===== src/rtl/traffic_conflict_monitor.sv =====
// traffic_conflict_monitor: forwards controller lights to the lamps and latches conflicts, bad codes,
// short yellow or a stalled controller into a flashing fail-safe pattern until cleared.
module traffic_conflict_monitor #(
    parameter int GLITCH_CYC   = 1,
    parameter int MIN_YELLOW   = 3,
    parameter int WATCHDOG_CYC = 120,
    parameter int FLASH_HALF   = 1,
    parameter int ARM_CYC      = 3
) (
    input  logic       clk,
    input  logic       reset,
    input  logic [2:0] light_M1,
    input  logic [2:0] light_M2,
    input  logic [2:0] light_MT,
    input  logic [2:0] light_S,
    input  logic       fault_clr,
    output logic [2:0] lamp_M1,
    output logic [2:0] lamp_M2,
    output logic [2:0] lamp_MT,
    output logic [2:0] lamp_S,
    output logic       fault,
    output logic [3:0] fault_code
);
    localparam logic [2:0] RED = 3'b100, YEL = 3'b010, GRN = 3'b001, DARK = 3'b000;
    localparam int GW = $clog2(GLITCH_CYC + 2);
    localparam int YW = $clog2(MIN_YELLOW + 2);
    localparam int WW = $clog2(WATCHDOG_CYC + 1);
    localparam int FW = $clog2(FLASH_HALF + 1);
    localparam int AW = $clog2(ARM_CYC + 1);
    localparam logic [GW-1:0] G_LIM = GW'(GLITCH_CYC);
    localparam logic [YW-1:0] Y_LIM = YW'(MIN_YELLOW);
    localparam logic [WW-1:0] W_LIM = WW'(WATCHDOG_CYC - 1);
    localparam logic [FW-1:0] F_LIM = FW'(FLASH_HALF - 1);
    localparam logic [AW-1:0] A_LIM = AW'(ARM_CYC - 1);

    typedef enum logic [1:0] {ARMING, MONITOR, FAULT} state_t;

    state_t state;
    logic [2:0] light [4];
    logic [2:0] lamp [4];
    logic [2:0] last_valid [4];
    logic [2:0] prev [4];
    logic [YW-1:0] yel_cnt [4];
    logic [GW-1:0] conf_cnt, inv_cnt;
    logic [WW-1:0] wd_cnt;
    logic [FW-1:0] flash_cnt;
    logic [AW-1:0] arm_cnt;
    logic flash_on, flash_nxt, conflict, invalid, changed, all_red;
    logic [3:0] valid, perm, yel_bad, hit;

    assign light   = '{light_M1, light_M2, light_MT, light_S};
    assign lamp_M1 = lamp[0];
    assign lamp_M2 = lamp[1];
    assign lamp_MT = lamp[2];
    assign lamp_S  = lamp[3];
    assign changed = {light[0], light[1], light[2], light[3]} != {prev[0], prev[1], prev[2], prev[3]};
    assign all_red = {light[0], light[1], light[2], light[3]} == {RED, RED, RED, RED};

    always_comb begin
        valid   = '0;
        perm    = '0;
        yel_bad = '0;
        for (int i = 0; i < 4; i++) begin
            valid[i]   = $onehot(light[i]);
            perm[i]    = light[i] == YEL || light[i] == GRN;
            yel_bad[i] = valid[i] && light[i] == RED &&
                         (last_valid[i] == GRN || (last_valid[i] == YEL && yel_cnt[i] < Y_LIM));
        end
        conflict  = (perm[3] && (perm[0] || perm[1] || perm[2])) || (perm[2] && perm[1]);
        invalid   = ~&valid;
        hit       = {!changed && wd_cnt == W_LIM, |yel_bad, invalid && inv_cnt == G_LIM,
                     conflict && conf_cnt == G_LIM};
        flash_nxt = flash_cnt == F_LIM ? ~flash_on : flash_on;
    end

    always_ff @(posedge clk or negedge reset) begin
        if (!reset) begin
            state      <= ARMING;
            fault      <= 1'b0;
            fault_code <= '0;
            conf_cnt   <= '0;
            inv_cnt    <= '0;
            wd_cnt     <= '0;
            flash_cnt  <= '0;
            arm_cnt    <= '0;
            flash_on   <= 1'b1;
            for (int i = 0; i < 4; i++) begin
                lamp[i]       <= RED;
                last_valid[i] <= RED;
                prev[i]       <= RED;
                yel_cnt[i]    <= '0;
            end
        end else begin
            case (state)
                ARMING: begin
                    arm_cnt  <= arm_cnt == A_LIM ? '0 : arm_cnt + 1'b1;
                    state    <= arm_cnt == A_LIM ? MONITOR : ARMING;
                    conf_cnt <= '0;
                    inv_cnt  <= '0;
                    wd_cnt   <= '0;
                    for (int i = 0; i < 4; i++) begin
                        lamp[i]       <= RED;
                        prev[i]       <= light[i];
                        last_valid[i] <= valid[i] ? light[i] : last_valid[i];
                        // a yellow already showing at entry is treated as fully timed
                        yel_cnt[i]    <= light[i] == YEL ? Y_LIM : '0;
                    end
                end
                MONITOR: begin
                    conf_cnt <= !conflict ? '0 : conf_cnt == G_LIM ? conf_cnt : conf_cnt + 1'b1;
                    inv_cnt  <= !invalid ? '0 : inv_cnt == G_LIM ? inv_cnt : inv_cnt + 1'b1;
                    wd_cnt   <= changed ? '0 : wd_cnt == W_LIM ? wd_cnt : wd_cnt + 1'b1;
                    for (int i = 0; i < 4; i++) begin
                        prev[i]       <= light[i];
                        last_valid[i] <= valid[i] ? light[i] : last_valid[i];
                        yel_cnt[i]    <= !valid[i] ? yel_cnt[i] : light[i] != YEL ? '0 :
                                         yel_cnt[i] == Y_LIM ? yel_cnt[i] : yel_cnt[i] + 1'b1;
                        lamp[i]       <= !(|hit) ? light[i] : i < 2 ? YEL : RED;
                    end
                    if (|hit) begin
                        state      <= FAULT;
                        fault      <= 1'b1;
                        fault_code <= fault_code | hit;
                        flash_on   <= 1'b1;
                        flash_cnt  <= '0;
                    end
                end
                default: begin
                    flash_cnt <= flash_cnt == F_LIM ? '0 : flash_cnt + 1'b1;
                    flash_on  <= flash_nxt;
                    for (int i = 0; i < 4; i++)
                        lamp[i] <= !flash_nxt ? DARK : i < 2 ? YEL : RED;
                    // clearing is only safe once the controller itself shows all red
                    if (fault_clr && all_red) begin
                        state      <= ARMING;
                        fault      <= 1'b0;
                        fault_code <= '0;
                        arm_cnt    <= '0;
                        flash_cnt  <= '0;
                        flash_on   <= 1'b1;
                        for (int i = 0; i < 4; i++)
                            lamp[i] <= RED;
                    end
                end
            endcase
        end
    end
endmodule


===== config.mk =====
export PLATFORM = sky130hd
export DESIGN_NAME = traffic_conflict_monitor
export DESIGN_NICKNAME = d
export VERILOG_FILES = /design/src/rtl/traffic_conflict_monitor.sv
export SDC_FILE = /design/constraint.sdc
export NUM_CORES = 1
export LEC_CHECK = 0
export ABC_AREA = 1
export CAP_MARGIN = 25
export CORE_ASPECT_RATIO = 1.75
export CORE_MARGIN = 4
export CORE_UTILIZATION = 50
export DETAILED_ROUTE_END_ITERATION = 10
export GPL_ROUTABILITY_DRIVEN = 0
export MAX_ROUTING_LAYER = met4
export PLACE_DENSITY_LB_ADDON = 0.12
export SYNTH_ARGS = -nofsm -noshare
export SYNTH_HDL_FRONTEND = slang
export SYNTH_SLANG_ARGS = --single-unit
export TNS_END_PERCENT = 100

===== constraint.sdc =====
create_clock -name clk -period 2.62 [get_ports clk]
set_input_delay 0.262 -clock clk [delete_from_list [all_inputs] [get_ports clk]]
set_output_delay 0.262 -clock clk [all_outputs]
set_load 0.03 [all_outputs]

==> results of run 1 <==
## worst max-delay path: stages
cell and delay (ns):
clkdlybuf4s50_1 0.48, inv_1 0.08, fa_1 0.54, inv_1 0.04, nand2_1 0.07, buf_4 0.11
nor3_1 0.04, nand3_1 0.07, nand2_1 0.07, nor2_1 0.26, nand4_4 0.25, nand2_1 0.22
nand2_1 0.07, nand2_1 0.06
## metrics by stage
stage	TNS (ns)	instance area, um^2	instances	hold WS, ns
6_report	0	4570	608	0.485
5_1_grt	0	4570	608	0.496
4_1_cts	0	4570	608	0.485
3_5_place_dp	-0.519	4230	591	0.349
3_3_place_gp	-0.140	4230	591	0.344
2_1_floorplan	0	3670	458	-0.0336
## cells in the mapped netlist, drive strengths merged, types with 4 or more instances
cell | number | share of area [%]
nand2 | 138 | 14
nor3 | 6 | 0.82
fa | 4 | 2.2
a21oi | 9 | 1.5
xor2 | 4 | 0.95
o21ai | 49 | 7.0
nand4 | 6 | 1.4
dfrtp | 56 | 38
nand3 | 26 | 4.0
dfstp | 13 | 9.3
inv | 61 | 6.2
o211ai | 8 | 1.6
nor2 | 45 | 4.8
buf | 5 | 0.85
ha | 11 | 3.7
xnor2 | 4 | 0.95
## cell usage in the layout, fill, tap and decap left out, types with 2 or more instances in the layout
cell,n
a21oi_1,8
buf_4,22
bufinv_16,2
clkbuf_16,9
clkdlybuf4s50_1,30
clkinv_4,2
dfrtp_1,56
dfstp_2,13
fa_1,4
ha_1,11
inv_1,60
nand2_1,137
nand3_1,24
nand4_1,5
nor2_1,44
nor3_1,6
o211ai_1,8
o21ai_0,48
o22ai_1,2
o31ai_1,2
xnor2_1,4
xor2_1,4
## cells by family after synthesis
logic type	count (synthesis)	share of synthesized area, %
AND/OR/NAND/NOR	223	25.6
AO/OA/AOI/OAI	73	11.5
buffers and inverters	69	7.39
flip-flops	69	47.4
adder cells (fa/ha/maj)	15	5.92
XOR/XNOR	8	1.91
multiplexers	1	0.272
## power breakdown
group	total, mW	switching [mW]	internal (mW)
logic	1.12	0.655	0.462
registers	1.71	0.244	1.47
clock network	1.30	0.468	0.837
## state kept, by name (all words and copies together) (netlist names)
register and cells:
last_valid 12, prev 12, yel_cnt 12, wd_cnt 7
fault_code 4, lamp_M1 3, lamp_M2 3, lamp_MT 3
lamp_S 3, arm_cnt 2, conf_cnt 2, inv_cnt 2
state 2, fault 1, flash_on 1
## per-layer routing
| layer | up-vias | share of wire [%] | GRT usage [%] |
|---|---|---|---|
| met4 | 0 | 2.7 | 11.1 |
| met3 | 21 | 3.5 | 4.98 |
| met2 | 58 | 55 | 39.3 |
| met1 | 1534 | 39 | 25.5 |
| li1 | 1590 | - | - |
| met5 | - | 0 | - |
## final timing paths
| check | cells after the start | from | slack, ns | endpoint |
|---|---|---|---|---|
| worst max-delay path | 14 | light_M2[0] | 0.27 | fault_code[2] |
| worst min-delay path | 2 | flash_on | 0.48 | flash_on |
| worst max register to register | 7 | state[0] | 0.74 | fault_code[2] |
| worst min register to register | 2 | flash_on | 0.48 | flash_on |
| max in group asynchronous | 3 | reset | 1.39 | last_valid[11] |
| min in group asynchronous | 2 | reset | 0.51 | wd_cnt[2] |
## cell type report
class                           count  area, um^2
Clock buffer                        9         225
Clock inverter                      7        98.8
Fill cell                         647        2610
Inverter                           62         233
Multi-Input combinational cell    320        1660
Sequential cell                    69        1740
Tap cell                           86         108
Timing Repair Buffer               55         500
==> impl_metrics.py, run 1 <==
metrics = {
    "layout": {
        "area_growth_pct": 24.3,
        "drive_gt1_share_pct": 11.7,
        "diodes": 0,
        "nets": 547,
        "final_util_pct": 63.6,
    },
    "global_routing": {
        "grt_first_pass_wirelength_um": 15100,
        "overflow": 0,
        "grt_pass1_vias": 3240,
        "grtUsageTotal_pct": 23.2,
        "antenna_found_initial": 0,
        "grt_max_degree": 40,
    },
    "synthesis": {
        "yosys_warnings": 0,
        "synth_area_per_cell_um2": 8.02,
        "postSynthCellCount": 458,
        "synth_edf_count": 0,
        "async_reset_ff_share_pct": 100,
        "yosysUniqueCellTypes": 35,
        "ys_seq_area_share_pct": 47.4,
        "synth_ff_type": "dfrtp_1",
        "synth_seq_cells": 69,
        "synth_nets": 488,
        "synth_area_um2": 3670,
    },
    "timing": {
        "final_max_slew_viol_count": 0,
        "slew_headroom_pct": 53.4,
        "setup_violations": 0,
        "period_share_pct": 89.5,
        "max_freq_mhz": 426,
        "worstMarginPinSlew_ns": 0.700,
        "rsz0062_at_grt": "false",
        "finalHoldViolCount": 0,
        "period_minus_slack_ns": 2.35,
        "fin_skew_ns": 0.00692,
        "timing.final.ws_setup_ns": 0.274,
    },
    "critical_path": {
        "cp-start-kind": "primary input",
        "cp-end-kind": "flip-flop",
        "cp.arrival_ns": 2.62,
        "required_ns": 2.89,
        "crit_type": "in2reg",
        "cp_max_fo": 11,
    },
    "clock_network": {
        "cts.path.max_buffers": 2,
        "clk_latency_ns": 0.34,
        "cts_setup_buffers": 0,
        "clock_sinks": 69,
        "cts_buffers": 9,
        "htreeDepth": 3,
        "cts_resized": 0,
        "tritoncts": "done",
        "path_clk_slew_ns": 0.06,
        "postCtsHoldBufs": 1,
        "root_buffer": "clkbuf_16",
    },
    "power": {
        "leakagePower_nw": 2.22,
        "p_per_area_nw_per_um2": 905,
        "ir_drop_v": 0.000605,
        "fin_total_pwr_mw": 4.13,
    },
    "floorplan": {
        "die_w_um": 72.8,
        "die-height_um": 121,
        "die_area_um2": 8840,
        "start_util_pct": 51.2,
        "io_pins": 32,
        "std_cell_rows": 41,
        "coreArea_um2": 7180,
    },
    "routing": {
        "via_per_inst": 5.27,
        "routed-via-count": 3203,
        "wl_um": 8940,
        "wl_per_cell_um": 14.7,
        "drc_errors": 0,
        "antenna_left": 0,
        "detailedRoute.firstIterationViolations": 209,
        "dr.pass1.iters": 4,
    },
    "run": {
        "maxCapViolations": 0,
    },
    "placement": {
        "io_buffers": 31,
        "pre_cts_ws_ns": -0.0867,
        "post-dp-hpwl_um": 6940,
    },
    "outcome": {
        "status": "finished, final reports clean",
    },
    "min_path": {
        "worstHoldPathType": "reg2reg",
    },
}
(Power assumes the default switching activity.)
==> inputs of run 2 (changes only) <==
--- a/config.mk
+++ b/config.mk
@@ -9,7 +9,7 @@
 export CAP_MARGIN = 25
 export CORE_ASPECT_RATIO = 1.75
 export CORE_MARGIN = 4
-export CORE_UTILIZATION = 50
+export CORE_UTILIZATION = 45
 export DETAILED_ROUTE_END_ITERATION = 10
 export GPL_ROUTABILITY_DRIVEN = 0
 export MAX_ROUTING_LAYER = met4
==> run 2 against run 1 <==
Setup slack worse by 0.0022 ns. Non-clock buffer count up 6. Register-to-register slack about the same. Maximum frequency about the same. Sequential power about the same. Clock-buffer cell count up 2. Final area up 2.1%.
==> impl_metrics.py, run 2 (same netlist as run 1, synthesis figures left out) <==
metrics = {
    "routing": {
        "drc_errors": 0,
        "via_per_inst": 5.17,
        "wl_um": 9030,
        "wl_per_cell_um": 14.6,
        "routed-via-count": 3196,
        "detailedRoute.firstIterationViolations": 167,
        "dr.pass1.iters": 5,
        "antenna_left": 0,
    },
    "critical_path": {
        "cp_common_cell": "nand2_1",
        "critPathBufInv": 3,
        "cp_cell_sequence": "clkdlybuf4s50_1, fa_1, inv_1, nor2_1, nand2_1, nor2_1, nand3_1, nand2_1, nor2_1, buf_4, nand4_4, nand2_1, nand2_1, nand2_1",
        "r2r_cells": 7,
        "cp-start-kind": "primary input",
        "cpPeakStageDelay_ns": 0.57,
        "worst-path-stages": 14,
        "crit_type": "in2reg",
        "cp.arrival_ns": 2.57,
        "cp_slowest_cell": "fa_1",
        "cp-end-kind": "flip-flop",
        "crit_family": "simple AND/OR/NAND/NOR gates",
        "r2r_slack_ns": 0.75,
        "cp_max_fo": 9,
        "required_ns": 2.84,
    },
    "clock_network": {
        "clock_sinks": 69,
        "postCtsHoldBufs": 1,
        "htreeDepth": 3,
        "cts_setup_buffers": 0,
        "cts_buffers": 9,
        "cts_resized": 0,
        "clk_latency_ns": 0.33,
        "cts.path.max_buffers": 2,
        "tritoncts": "done",
        "path_clk_slew_ns": 0.05,
        "root_buffer": "clkbuf_16",
    },
    "global_routing": {
        "grt_max_degree": 31,
        "grtUsageTotal_pct": 20.8,
        "grt_first_pass_wirelength_um": 15500,
        "overflow": 0,
        "antenna_found_initial": 0,
        "grt_pass1_vias": 3267,
    },
    "placement": {
        "io_buffers": 31,
        "post-dp-hpwl_um": 6950,
    },
    "timing": {
        "rsz0062_at_grt": "false",
        "final_max_slew_viol_count": 0,
        "period_share_pct": 89.6,
        "fin_skew_ns": 0.00433,
        "slew_headroom_pct": 56.3,
        "setup_violations": 0,
        "finalSetupTns_ns": 0,
        "max_freq_mhz": 426,
        "period_minus_slack_ns": 2.35,
        "finalHoldViolCount": 0,
        "worstMarginPinSlew_ns": 0.656,
    },
    "power": {
        "combPwrFrac_pct": 25.9,
        "ir_drop_v": 0.000561,
        "pwr-share-clk_pct": 35.0,
        "p_sw_mw": 1.34,
        "p_seq_share_pct": 39.1,
        "p_per_area_nw_per_um2": 934,
        "leakagePower_nw": 2.27,
        "fin_total_pwr_mw": 4.35,
        "internal_power_mw": 3.01,
        "p_sw_share_pct": 30.8,
    },
    "floorplan": {
        "die-height_um": 128,
        "die_area_um2": 9730,
        "start_util_pct": 46.2,
        "io_pins": 32,
        "die_w_um": 76.3,
        "std_cell_rows": 43,
        "coreArea_um2": 7960,
    },
    "layout": {
        "drive_gt1_share_pct": 12.7,
        "layout_common_cells": "137 x nand2_1, 60 x inv_1, 56 x dfrtp_1",
        "final_util_pct": 58.6,
        "diodes": 0,
        "final_common_cell": "nand2_1",
        "nFillCells": 746,
        "top_regs": "last_valid: 12 flops, prev: 12 flops, yel_cnt: 12 flops",
        "area_growth_pct": 26.9,
        "nets": 553,
    },
    "min_path": {
        "worstHoldPathType": "reg2reg",
        "holdPathStages": 2,
    },
    "run": {
        "maxCapViolations": 0,
    },
    "outcome": {
        "status": "finished, final reports clean",
    },
}
==> run 2: changes by cell type in the layout (fill, tap and decap cells not counted) <==
cell        delta
clkbuf_8       +2
clkinv_2       -1
clkinv_4       -2
buf_12         -1
bufinv_16      +2
clkinvlp_4     -1
buf_4          +7
==> run 2: power by group through the flow <==
stage	clock network [mW]	registers, mW	logic, mW
3_3_place_gp	0	1.71	1.10
3_5_place_dp	0	1.72	1.12
5_1_grt	1.60	1.76	1.28
4_1_cts	1.55	1.71	1.14
2_1_floorplan	0	1.79	0.622
6_report	1.52	1.70	1.13
==> run 2: tightest hold or removal path: stages (launching register included) <==
cell and delay, ns:
dfrtp_1 0.34, nand2_1 0.05, o21ai_0 0.06
==> run 2: final timing paths <==
check | from | to
setup / recovery | light_M1[0] | fault
hold / removal | inv_cnt[1] | inv_cnt[1]
setup reg to reg | state[0] | fault
hold reg to reg | inv_cnt[1] | inv_cnt[1]
max in group asynchronous | reset | last_valid[11]
min in group asynchronous | reset | wd_cnt[5]
==> run 2: cell type report <==
| type | instances | area, um^2 | area share, % |
|---|---|---|---|
| Multi-Input combinational cell | 320 | 1660 | 35.6 |
| Sequential cell | 69 | 1740 | 37.4 |
| Tap cell | 90 | 113 | 2.41 |
| Inverter | 62 | 233 | 4.99 |
| Clock buffer | 11 | 253 | 5.42 |
| Clock inverter | 5 | 129 | 2.76 |
| Timing Repair Buffer | 61 | 533 | 11.4 |
==> run 2: routing by layer <==
layer / vias up / wire [um] / GRT usage, %
met1: 1512 / 3510 / 22.8
met5: - / 0 / -
met3: 15 / 351 / 3.60
met4: 0 / 193 / 7.79
li1: 1602 / - / -
met2: 67 / 4980 / 37.5
==> run 2: metrics by stage <==
step                      cell area (um^2)  cells  hold WS [ns]  setup slack [ns]
final                                 4660    618         0.484             0.272
after global routing                  4660    618         0.511            0.0916
after CTS                             4660    618         0.488             0.248
after detailed placement              4270    601         0.340           -0.0813
after global placement                4270    601         0.335           -0.0710
after floorplan                       3670    458       -0.0336             0.761
==> inputs of run 3 (changes only) <==
--- a/config.mk
+++ b/config.mk
@@ -9,7 +9,7 @@
 export CAP_MARGIN = 25
 export CORE_ASPECT_RATIO = 1.75
 export CORE_MARGIN = 4
-export CORE_UTILIZATION = 45
+export CORE_UTILIZATION = 42
 export DETAILED_ROUTE_END_ITERATION = 10
 export GPL_ROUTABILITY_DRIVEN = 0
 export MAX_ROUTING_LAYER = met4
==> run 3 against run 2 <==
Core utilization down 4.2 points. First-iteration DRC count up 23%. Routed wire length up 3.2%. Global-route usage down 0.46 points. Clock skew about the same. Total power down 6.9%. Register-to-register slack better by 0.02 ns. Critical path type unchanged. Largest cell class unchanged. Largest power group unchanged.
==> impl_metrics.py, run 3 (same netlist as run 1, synthesis figures left out) <==
metrics = {
    "critical_path": {
        "cp.arrival_ns": 2.61,
        "cpPeakStageDelay_ns": 0.50,
        "crit_family": "simple AND/OR/NAND/NOR gates",
        "critPathBufInv": 3,
        "cp_common_cell": "nand2_1",
        "cp_cell_sequence": "clkdlybuf4s50_1, fa_1, inv_1, nor2_1, buf_4, nand2_1, nor2_1, nand3_1, nand2_1, nor2_1, nand4_4, nand2_1, nand2_1, nand2_1",
        "crit_type": "in2reg",
        "cp-end-kind": "flip-flop",
        "r2r_slack_ns": 0.77,
        "cp_slowest_cell": "fa_1",
        "cp_max_fo": 10,
        "cp-start-kind": "primary input",
        "required_ns": 2.90,
    },
    "power": {
        "leakagePower_nw": 2.20,
        "p_per_area_nw_per_um2": 885,
        "p_sw_mw": 1.37,
        "p_seq_share_pct": 42.4,
        "ir_drop_v": 0.000619,
        "combPwrFrac_pct": 27.5,
        "p_sw_share_pct": 33.7,
        "pwr-share-clk_pct": 30.2,
        "internal_power_mw": 2.68,
    },
    "clock_network": {
        "clk_latency_ns": 0.34,
        "root_buffer": "clkbuf_16",
        "tritoncts": "done",
        "path_clk_slew_ns": 0.06,
        "htreeDepth": 3,
        "cts_setup_buffers": 0,
        "cts_buffers": 9,
        "cts_resized": 0,
        "clock_sinks": 69,
        "cts.path.max_buffers": 2,
    },
    "run": {
        "maxCapViolations": 0,
    },
    "floorplan": {
        "die_area_um2": 10400,
        "start_util_pct": 43.6,
        "die-height_um": 132,
        "io_pins": 32,
        "std_cell_rows": 44,
        "die_w_um": 78.7,
        "coreArea_um2": 8420,
    },
    "timing": {
        "hold_slack_ns": 0.411,
        "worstMarginPinSlew_ns": 0.509,
        "finalSetupTns_ns": 0,
        "period_share_pct": 88.8,
        "setup_violations": 0,
        "final_max_slew_viol_count": 0,
        "period_minus_slack_ns": 2.33,
        "max_freq_mhz": 430,
        "timing.final.ws_setup_ns": 0.293,
        "rsz0062_at_grt": "false",
        "slew_headroom_pct": 65.8,
        "finalHoldViolCount": 0,
        "fin_skew_ns": 0.00460,
    },
    "global_routing": {
        "grt_max_degree": 28,
        "grt_pass1_vias": 3296,
        "antenna_found_initial": 0,
        "overflow": 0,
        "grtUsageTotal_pct": 20.3,
        "grt_first_pass_wirelength_um": 15900,
    },
    "layout": {
        "final_area_um2": 4580,
        "final_cell_count_no_fill": 638,
        "area_growth_pct": 24.5,
        "nets": 548,
        "drive_gt1_share_pct": 11.9,
        "final_common_cell": "nand2_1",
        "layout_common_cells": "137 x nand2_1, 60 x inv_1, 56 x dfrtp_1",
        "diodes": 0,
        "top_regs": "last_valid: 12 flops, prev: 12 flops, yel_cnt: 12 flops",
    },
    "min_path": {
        "worstHoldPathType": "in2async",
    },
    "routing": {
        "dr.pass1.iters": 4,
        "drc_errors": 0,
        "detailedRoute.firstIterationViolations": 206,
        "antenna_left": 0,
        "wl_per_cell_um": 14.6,
        "via_per_inst": 5.00,
        "routed-via-count": 3193,
        "wl_um": 9330,
    },
    "placement": {
        "place_inst": 621,
        "io_buffers": 31,
        "pre_cts_ws_ns": -0.0566,
        "place_area_um2": 4270,
        "post-dp-hpwl_um": 7150,
    },
    "outcome": {
        "status": "finished, final reports clean",
    },
}
==> run 3: cell count changes in the layout (fill, tap and decap cells not counted), sizes merged <==
cell / change
buf: -5
bufinv: -3
clkbuf: -1
clkinv: +2
clkinvlp: +3
inv: -1
==> run 3: worst reg2reg max path: stages, from the launching register on <==
cell     delay, ns
dfstp_2       0.54
inv_1         0.05
nand2_1       0.06
nand2_1       0.06
nor2_1        0.10
nand2_1       0.13
nor2_4        0.19
nand3_4       0.13
nand4_4       0.20
nand2_1       0.16
nand2_1       0.09
nand2_1       0.05
==> run 3: metal layers <==
| layer | GRT usage (%) | share of wire (%) | up-vias |
|---|---|---|---|
| met1 | 23.5 | 41 | 1540 |
| met2 | 33.3 | 53 | 48 |
| met5 | - | 0 | - |
| met3 | 3.90 | 2.6 | 19 |
| li1 | - | - | 1586 |
| met4 | 9.92 | 3.0 | 0 |
==> run 3: power by group through the flow <==
stage               sequential [mW]  combinational (mW)  clock (mW)
finish                         1.72                1.11        1.22
CTS                            1.72                1.13        1.24
detailed placement             1.73                1.12           0
floorplan                      1.79               0.622           0
global placement               1.72                1.09           0
global route                   1.76                1.27        1.28
==> run 3: what timing repair did <==
| action | in CTS | in global routing |
|---|---|---|
| setup endpoints to repair | 0 | 0 |
| hold endpoints to repair | 16 | 0 |
| hold buffers | 1 | 0 |
==> run 3: final timing paths <==
kind	startpoint	to	cells past startpoint
setup / recovery	light_MT[0]	fault_code[1]	14
hold / removal	reset	prev[1]	2
setup reg to reg	prev[8]	fault_code[1]	11
hold reg to reg	conf_cnt[0]	conf_cnt[0]	1
max in group asynchronous	reset	prev[8]	3
min in group clk	conf_cnt[0]	conf_cnt[0]	1
==> run 3: layout make-up <==
type	count	area [um^2]
Sequential cell	69	1740
Tap cell	115	144
Multi-Input combinational cell	320	1660
Fill cell	810	3850
Clock inverter	6	62.6
Timing Repair Buffer	56	495
Clock buffer	10	239
Inverter	62	233
==> run 3: per-stage QoR <==
stage                     util (%)  power, mW
final                         54.3       4.05
after global routing          54.3       4.32
after CTS                     54.3       4.08
after detailed placement      50.6       2.85
after global placement        50.6       2.81
after floorplan                  -       2.42
